### config.mk
export PLATFORM = sky130hd
export DESIGN_NAME = reg_bank
export DESIGN_NICKNAME = d
export VERILOG_FILES = /design/src/rtl/reg_bank_pkg.sv /design/src/rtl/reg_bank_wr_decoder.sv /design/src/rtl/reg_bank.sv
export SDC_FILE = /design/constraint.sdc
export NUM_CORES = 1
export LEC_CHECK = 0
export BUFFER_PORTS_ARGS = -buffer_cell sky130_fd_sc_hd__buf_2
export CORE_MARGIN = 3
export CORE_UTILIZATION = 35
export DETAILED_ROUTE_END_ITERATION = 10
export PLACE_DENSITY_LB_ADDON = 0.2
export SYNTH_ARGS = -nofsm -noshare
export SYNTH_HDL_FRONTEND = slang
export SYNTH_SLANG_ARGS = --single-unit
### constraint.sdc
create_clock -name clk -period 12.6 [get_ports clk]
set_input_delay 1.26 -clock clk [delete_from_list [all_inputs] [get_ports clk]]
set_output_delay 1.26 -clock clk [all_outputs]
set_load 0.005 [all_outputs]
### src/rtl/reg_bank_pkg.sv
// Shared definitions for the write side of the datapath register file:
// data/register-count constants, the register-select type and the
// hold-buffer state encoding.
package reg_bank_pkg;

  localparam int WIDTH = 16;
  localparam int NREGS = 16;

  typedef logic [3:0]       sel_t;
  typedef logic [WIDTH-1:0] data_t;

  // EMPTY: load port free, ld_ready high.
  // HELD:  a collided load is parked in the hold buffer, ld_ready low.
  typedef enum logic {
    EMPTY = 1'b0,
    HELD  = 1'b1
  } state_t;

endpackage

### src/rtl/reg_bank_wr_decoder.sv
// 4-to-16 write-select decoder. Produces a one-hot register enable when
// en_i is high and all zeros otherwise, so a source can never touch more
// than one register per cycle.
module reg_bank_wr_decoder
  import reg_bank_pkg::*;
(
  input  logic             en_i,
  input  sel_t             sel_i,
  output logic [NREGS-1:0] onehot_o
);

  // Single bit set at the selected position, only while enabled
  always_comb begin
    onehot_o = '0;
    if (en_i) begin
      onehot_o[sel_i] = 1'b1;
    end
  end

endmodule

### src/rtl/reg_bank.sv
// Sixteen-entry register bank write side. Two write-back sources (ALU and
// memory load) share the bank; the ALU is always the younger instruction and
// always wins. A load that collides with an ALU write to a different register
// is parked in a one-entry hold buffer and retired on the first cycle the ALU
// is idle, or dropped if the ALU overwrites its destination first.
module reg_bank
  import reg_bank_pkg::*;
#(
  parameter int WIDTH = reg_bank_pkg::WIDTH,
  parameter int NREGS = reg_bank_pkg::NREGS
) (
  input  logic             clk,
  input  logic             reset,
  input  logic             alu_wr_en,
  input  logic [3:0]       alu_wr_sel,
  input  logic [WIDTH-1:0] alu_wr_data,
  input  logic             ld_wr_en,
  input  logic [3:0]       ld_wr_sel,
  input  logic [WIDTH-1:0] ld_wr_data,
  output logic             ld_ready,
  output logic [WIDTH-1:0] r0,
  output logic [WIDTH-1:0] r1,
  output logic [WIDTH-1:0] r2,
  output logic [WIDTH-1:0] r3,
  output logic [WIDTH-1:0] r4,
  output logic [WIDTH-1:0] r5,
  output logic [WIDTH-1:0] r6,
  output logic [WIDTH-1:0] r7,
  output logic [WIDTH-1:0] r8,
  output logic [WIDTH-1:0] r9,
  output logic [WIDTH-1:0] r10,
  output logic [WIDTH-1:0] r11,
  output logic [WIDTH-1:0] r12,
  output logic [WIDTH-1:0] r13,
  output logic [WIDTH-1:0] r14,
  output logic [WIDTH-1:0] r15
);

  // Hold-buffer state machine
  state_t           state_q, state_d;
  sel_t             holdSel_q, holdSel_d;
  logic [WIDTH-1:0] holdData_q, holdData_d;
  logic             ldReady_q;

  // The register file itself
  logic [WIDTH-1:0] regs_q [NREGS];

  // Load-side write candidate: either the live load port or the hold buffer
  logic             pendValid;
  sel_t             pendSel;
  logic [WIDTH-1:0] pendData;
  logic             ldWrite;

  // Per-source decoded enables and merged per-register write controls
  logic [NREGS-1:0] aluHot;
  logic [NREGS-1:0] ldHot;
  logic [NREGS-1:0] wrEn;
  logic [WIDTH-1:0] wrData [NREGS];

  // Pick the load-side candidate and decide whether it is written, parked or
  // dropped; the ALU write itself is never delayed
  always_comb begin
    pendValid  = 1'b0;
    pendSel    = ld_wr_sel;
    pendData   = ld_wr_data;
    ldWrite    = 1'b0;
    state_d    = state_q;
    holdSel_d  = holdSel_q;
    holdData_d = holdData_q;

    case (state_q)
      EMPTY: begin
        pendValid = ld_wr_en;
        pendSel   = ld_wr_sel;
        pendData  = ld_wr_data;
      end
      HELD: begin
        pendValid = 1'b1;
        pendSel   = holdSel_q;
        pendData  = holdData_q;
      end
      default: begin
        pendValid = 1'b0;
      end
    endcase

    if (pendValid) begin
      if (!alu_wr_en) begin
        ldWrite = 1'b1;
        state_d = EMPTY;
      end else if (alu_wr_sel != pendSel) begin
        state_d    = HELD;
        holdSel_d  = pendSel;
        holdData_d = pendData;
      end else begin
        state_d = EMPTY;
      end
    end else begin
      state_d = EMPTY;
    end
  end

  reg_bank_wr_decoder u_aluDec (
    .en_i     (alu_wr_en),
    .sel_i    (alu_wr_sel),
    .onehot_o (aluHot)
  );

  reg_bank_wr_decoder u_ldDec (
    .en_i     (ldWrite),
    .sel_i    (pendSel),
    .onehot_o (ldHot)
  );

  // Merge both sources into one enable per register, ALU data taking priority
  always_comb begin
    for (int i = 0; i < NREGS; i++) begin
      wrEn[i]   = aluHot[i] | ldHot[i];
      wrData[i] = aluHot[i] ? alu_wr_data : pendData;
    end
  end

  // Hold buffer, state and registered ld_ready; reset frees the load port
  always_ff @(posedge clk or posedge reset) begin
    if (reset) begin
      state_q    <= EMPTY;
      holdSel_q  <= '0;
      holdData_q <= '0;
      ldReady_q  <= 1'b1;
    end else begin
      state_q    <= state_d;
      holdSel_q  <= holdSel_d;
      holdData_q <= holdData_d;
      ldReady_q  <= (state_d == EMPTY);
    end
  end

  // Register file update, at most one register per source per edge
  always_ff @(posedge clk or posedge reset) begin
    if (reset) begin
      for (int i = 0; i < NREGS; i++) begin
        regs_q[i] <= '0;
      end
    end else begin
      for (int i = 0; i < NREGS; i++) begin
        if (wrEn[i]) begin
          regs_q[i] <= wrData[i];
        end
      end
    end
  end

  assign ld_ready = ldReady_q;

  assign r0  = regs_q[0];
  assign r1  = regs_q[1];
  assign r2  = regs_q[2];
  assign r3  = regs_q[3];
  assign r4  = regs_q[4];
  assign r5  = regs_q[5];
  assign r6  = regs_q[6];
  assign r7  = regs_q[7];
  assign r8  = regs_q[8];
  assign r9  = regs_q[9];
  assign r10 = regs_q[10];
  assign r11 = regs_q[11];
  assign r12 = regs_q[12];
  assign r13 = regs_q[13];
  assign r14 = regs_q[14];
  assign r15 = regs_q[15];

endmodule

==> flow_summary.toml <==
[status]
status = "completed"

[final_layout]
area_growth_pct = 21.2
drive_gt1_frac = 0.740
fin_cells = 1792
final_area_mm2 = 0.0173
diodes = 0
nets = 1290
final_common_cell = "mux2_2"
utilization = 0.432
n_fill_cell = 3743
layout_common_cells = "516 x mux2_2, 300 x buf_2, 277 x dfrtp_1, 35 x clkbuf_16, 30 x mux2_4"

[yosys]
synthesis.area_mm2 = 0.0143
yosys.area.top_type = "dfrtp_1"
yosysWarnings = 0
syn_inst = 980
ys_seq_elements = 278
synth_area_per_cell_um2 = 14.6
synth_fp_nets = 1024
async_flop_share = 1.00
synth_edf_count = 0
yosysUniqueCellTypes = 37
synth_top_area_share = 0.486
synth_top_cells_by_area = "dfrtp_1 49%, mux2_2 41%, mux2_4 3.2%, clkbuf_1 1.2%, buf_2 0.98%"
ys.flop_type = "dfrtp_1"
yosysSeqAreaShare = 0.488

[die]
die_width_um = 208
core_area_mm2 = 0.0400
fp.dieH_um = 208
die_area_mm2 = 0.0432
io_pins = 301
std_cell_rows = 73
initial_core_util = 0.357

[clocking]
cts_setup_buffers = 0
cts_tree = "yes"
numCtsBuffers = 35
cts_resized = 0
h-tree-depth = 2
clk_pin_slew_worst_paths_ns = 0.06
clk_path_buf_depth = 3
clock_latency_ns = 0.53
ctsHoldBuffers = 0
clkSinkCount = 278
cts-root-buf = "clkbuf_16"

[setup_path]
cp.arrival_ns = 3.91
cp-start-kind = "flop"
end_kind = "flop"
worstReg2RegStart = "state_q"
crit_chain = "buf_4, mux2_2, a211o_1, o22ai_2, mux2_2"
crit_fanout = 25
crit-reg2reg-capture = "r13[2]"
crit_type = "reg2reg"
critPathMaxStageDelay_ns = 0.91
worst-path-buf-inv = 1
worstPathRequired_ns = 13.01
critical-path-top-delay-family = "compound AO/OA/AOI/OAI gates"
cp_slowest_cell = "o22ai_2"
cp_common_cell = "mux2_2"
r2r_slack_ns = 9.10
reg2reg_depth = 5

[grt]
grt_pass1_vias = 9920
grt_use_total = 0.207
grt_pass1_wl_mm = 68.1
grt_antenna_before_repair = 3
grt_max_degree = 159
gr-total-overflow = 0

[power_and_ir_drop]
p_per_area_mw_per_mm2 = 227
p_leak_uw = 0.00754
max-vdd-ir-drop_mv = 0.132

[sta]
tightest_slew_ns = 1.22
slew_violations = 0
holdWs_ns = 0.481
post-route-period-util = 0.278
fin_crit_ns = 3.50
timing_hold_violations_final = 0
rsz0062_at_grt = "no"
clock.fmax_ghz = 0.286
max-slew-margin-rel = 0.189
tns_ns = 0
setup_viol = 0
clock-skew-final_ns = 0.0129

[detailed_routing]
vias = 9267
drt_pass1_iterations = 4
routed_wl_mm = 44.9
route.detailed.drc = 0
drt-initial-drc-count = 387
vias_per_cell = 5.17
ant_nets = 0
wl_per_cell_um = 25.1

[hold_path]
min_path_type = "reg2reg"
hold_start = "holdData_q[11]"
holdPathStages = 1
min_to = "holdData_q[11]"

[job]
maxCapViolations = 0

[placement]
gp_congestion = 0.807
dp.cells = 1734
io_buffer_count = 300
postPlaceCellArea_mm2 = 0.0161
dpl.hpwl_mm = 31.1
==> per-layer routing <==
metal	track usage	vias to the layer above	share of wire
met5	0	-	0.00093
met4	0.0577	6	0.021
met3	0.0576	56	0.071
met2	0.333	261	0.47
met1	0.275	4844	0.44
li1	-	4100	-
==> synthesized netlist by cell type (3+ instances only) <==
cell type,number
mux2_2,516
dfrtp_1,277
clkbuf_1,44
mux2_4,30
buf_2,28
nor2_1,10
nand2b_1,6
o22ai_2,6
inv_1,5
o21ai_2,5
nand2_1,4
nand3b_1,4
buf_8,3
mux2_1,3
o32ai_4,3
xor2_1,3
==> stage by stage <==
step / worst slack [ns] / total power (uW)
floorplan: 3.68 / 2250
global placement: 8.77 / 2920
detailed placement: 8.72 / 2960
CTS: 9.10 / 3990
global route: 8.97 / 4170
finish: 9.10 / 3920
==> sequential cells by signal (all words and copies together) (netlist names) <==
name        cells
r1             16
holdData_q     16
ld_ready        1
r10            16
r0             16
r5             16
r14            16
r11            16
r15            16
state_q         1
r6             16
r12            16
r9             16
r7             16
r2             16
holdSel_q       4
r4             16
r8             16
r13            16
r3             16
==> power by group <==
| group | leakage (uW) | total [uW] | internal [uW] | switching [uW] |
|---|---|---|---|---|
| Combinational | 0.00365 | 1330 | 764 | 566 |
| Clock | 0.000563 | 1000 | 617 | 387 |
| Sequential | 0.00332 | 1590 | 1330 | 254 |
| Total | 0.00754 | 3920 | 2710 | 1210 |
==> area by class of cell <==
cell class | count | area [um^2] | area share
clock inverter | 9 | 128 | 0.00739
multi-input combinational | 618 | 6930 | 0.401
clock buffer | 49 | 1010 | 0.0584
timing repair buffer | 308 | 1570 | 0.0911
tap | 525 | 657 | 0.0380
inverter | 5 | 26.3 | 0.00152
sequential | 278 | 6960 | 0.403
==> worst max-delay path by stage <==
| stage | start | to | depth (start not counted) |
|---|---|---|---|
| after floorplan | reset | holdData_q[0] | 1 |
| after global placement | alu_wr_en | r3[2] | 5 |
| after detailed placement | alu_wr_en | r3[0] | 5 |
| after CTS | state_q | r13[1] | 5 |
| after global routing | state_q | r13[11] | 5 |
| final | state_q | r13[2] | 5 |
==> cell families (layout without fill, tap and decap cells) <==
| kind of cell | after synthesis | in the layout | synth area share |
|---|---|---|---|
| simple gates | 33 | 33 | 0.0128 |
| mux | 553 | 553 | 0.445 |
| xor+xnor | 4 | 4 | 0.00246 |
| compound gates | 28 | 28 | 0.0237 |
| flops | 278 | 278 | 0.488 |
| buf+inv | 84 | 371 | 0.0285 |
==> worst reg2reg max path, stage by stage (launching register included) <==
cell,delay (ns)
dfrtp_1,0.75
buf_4,0.42
mux2_2,0.48
a211o_1,0.39
o22ai_2,0.91
mux2_2,0.44
Power figures use the tool's default switching activity.
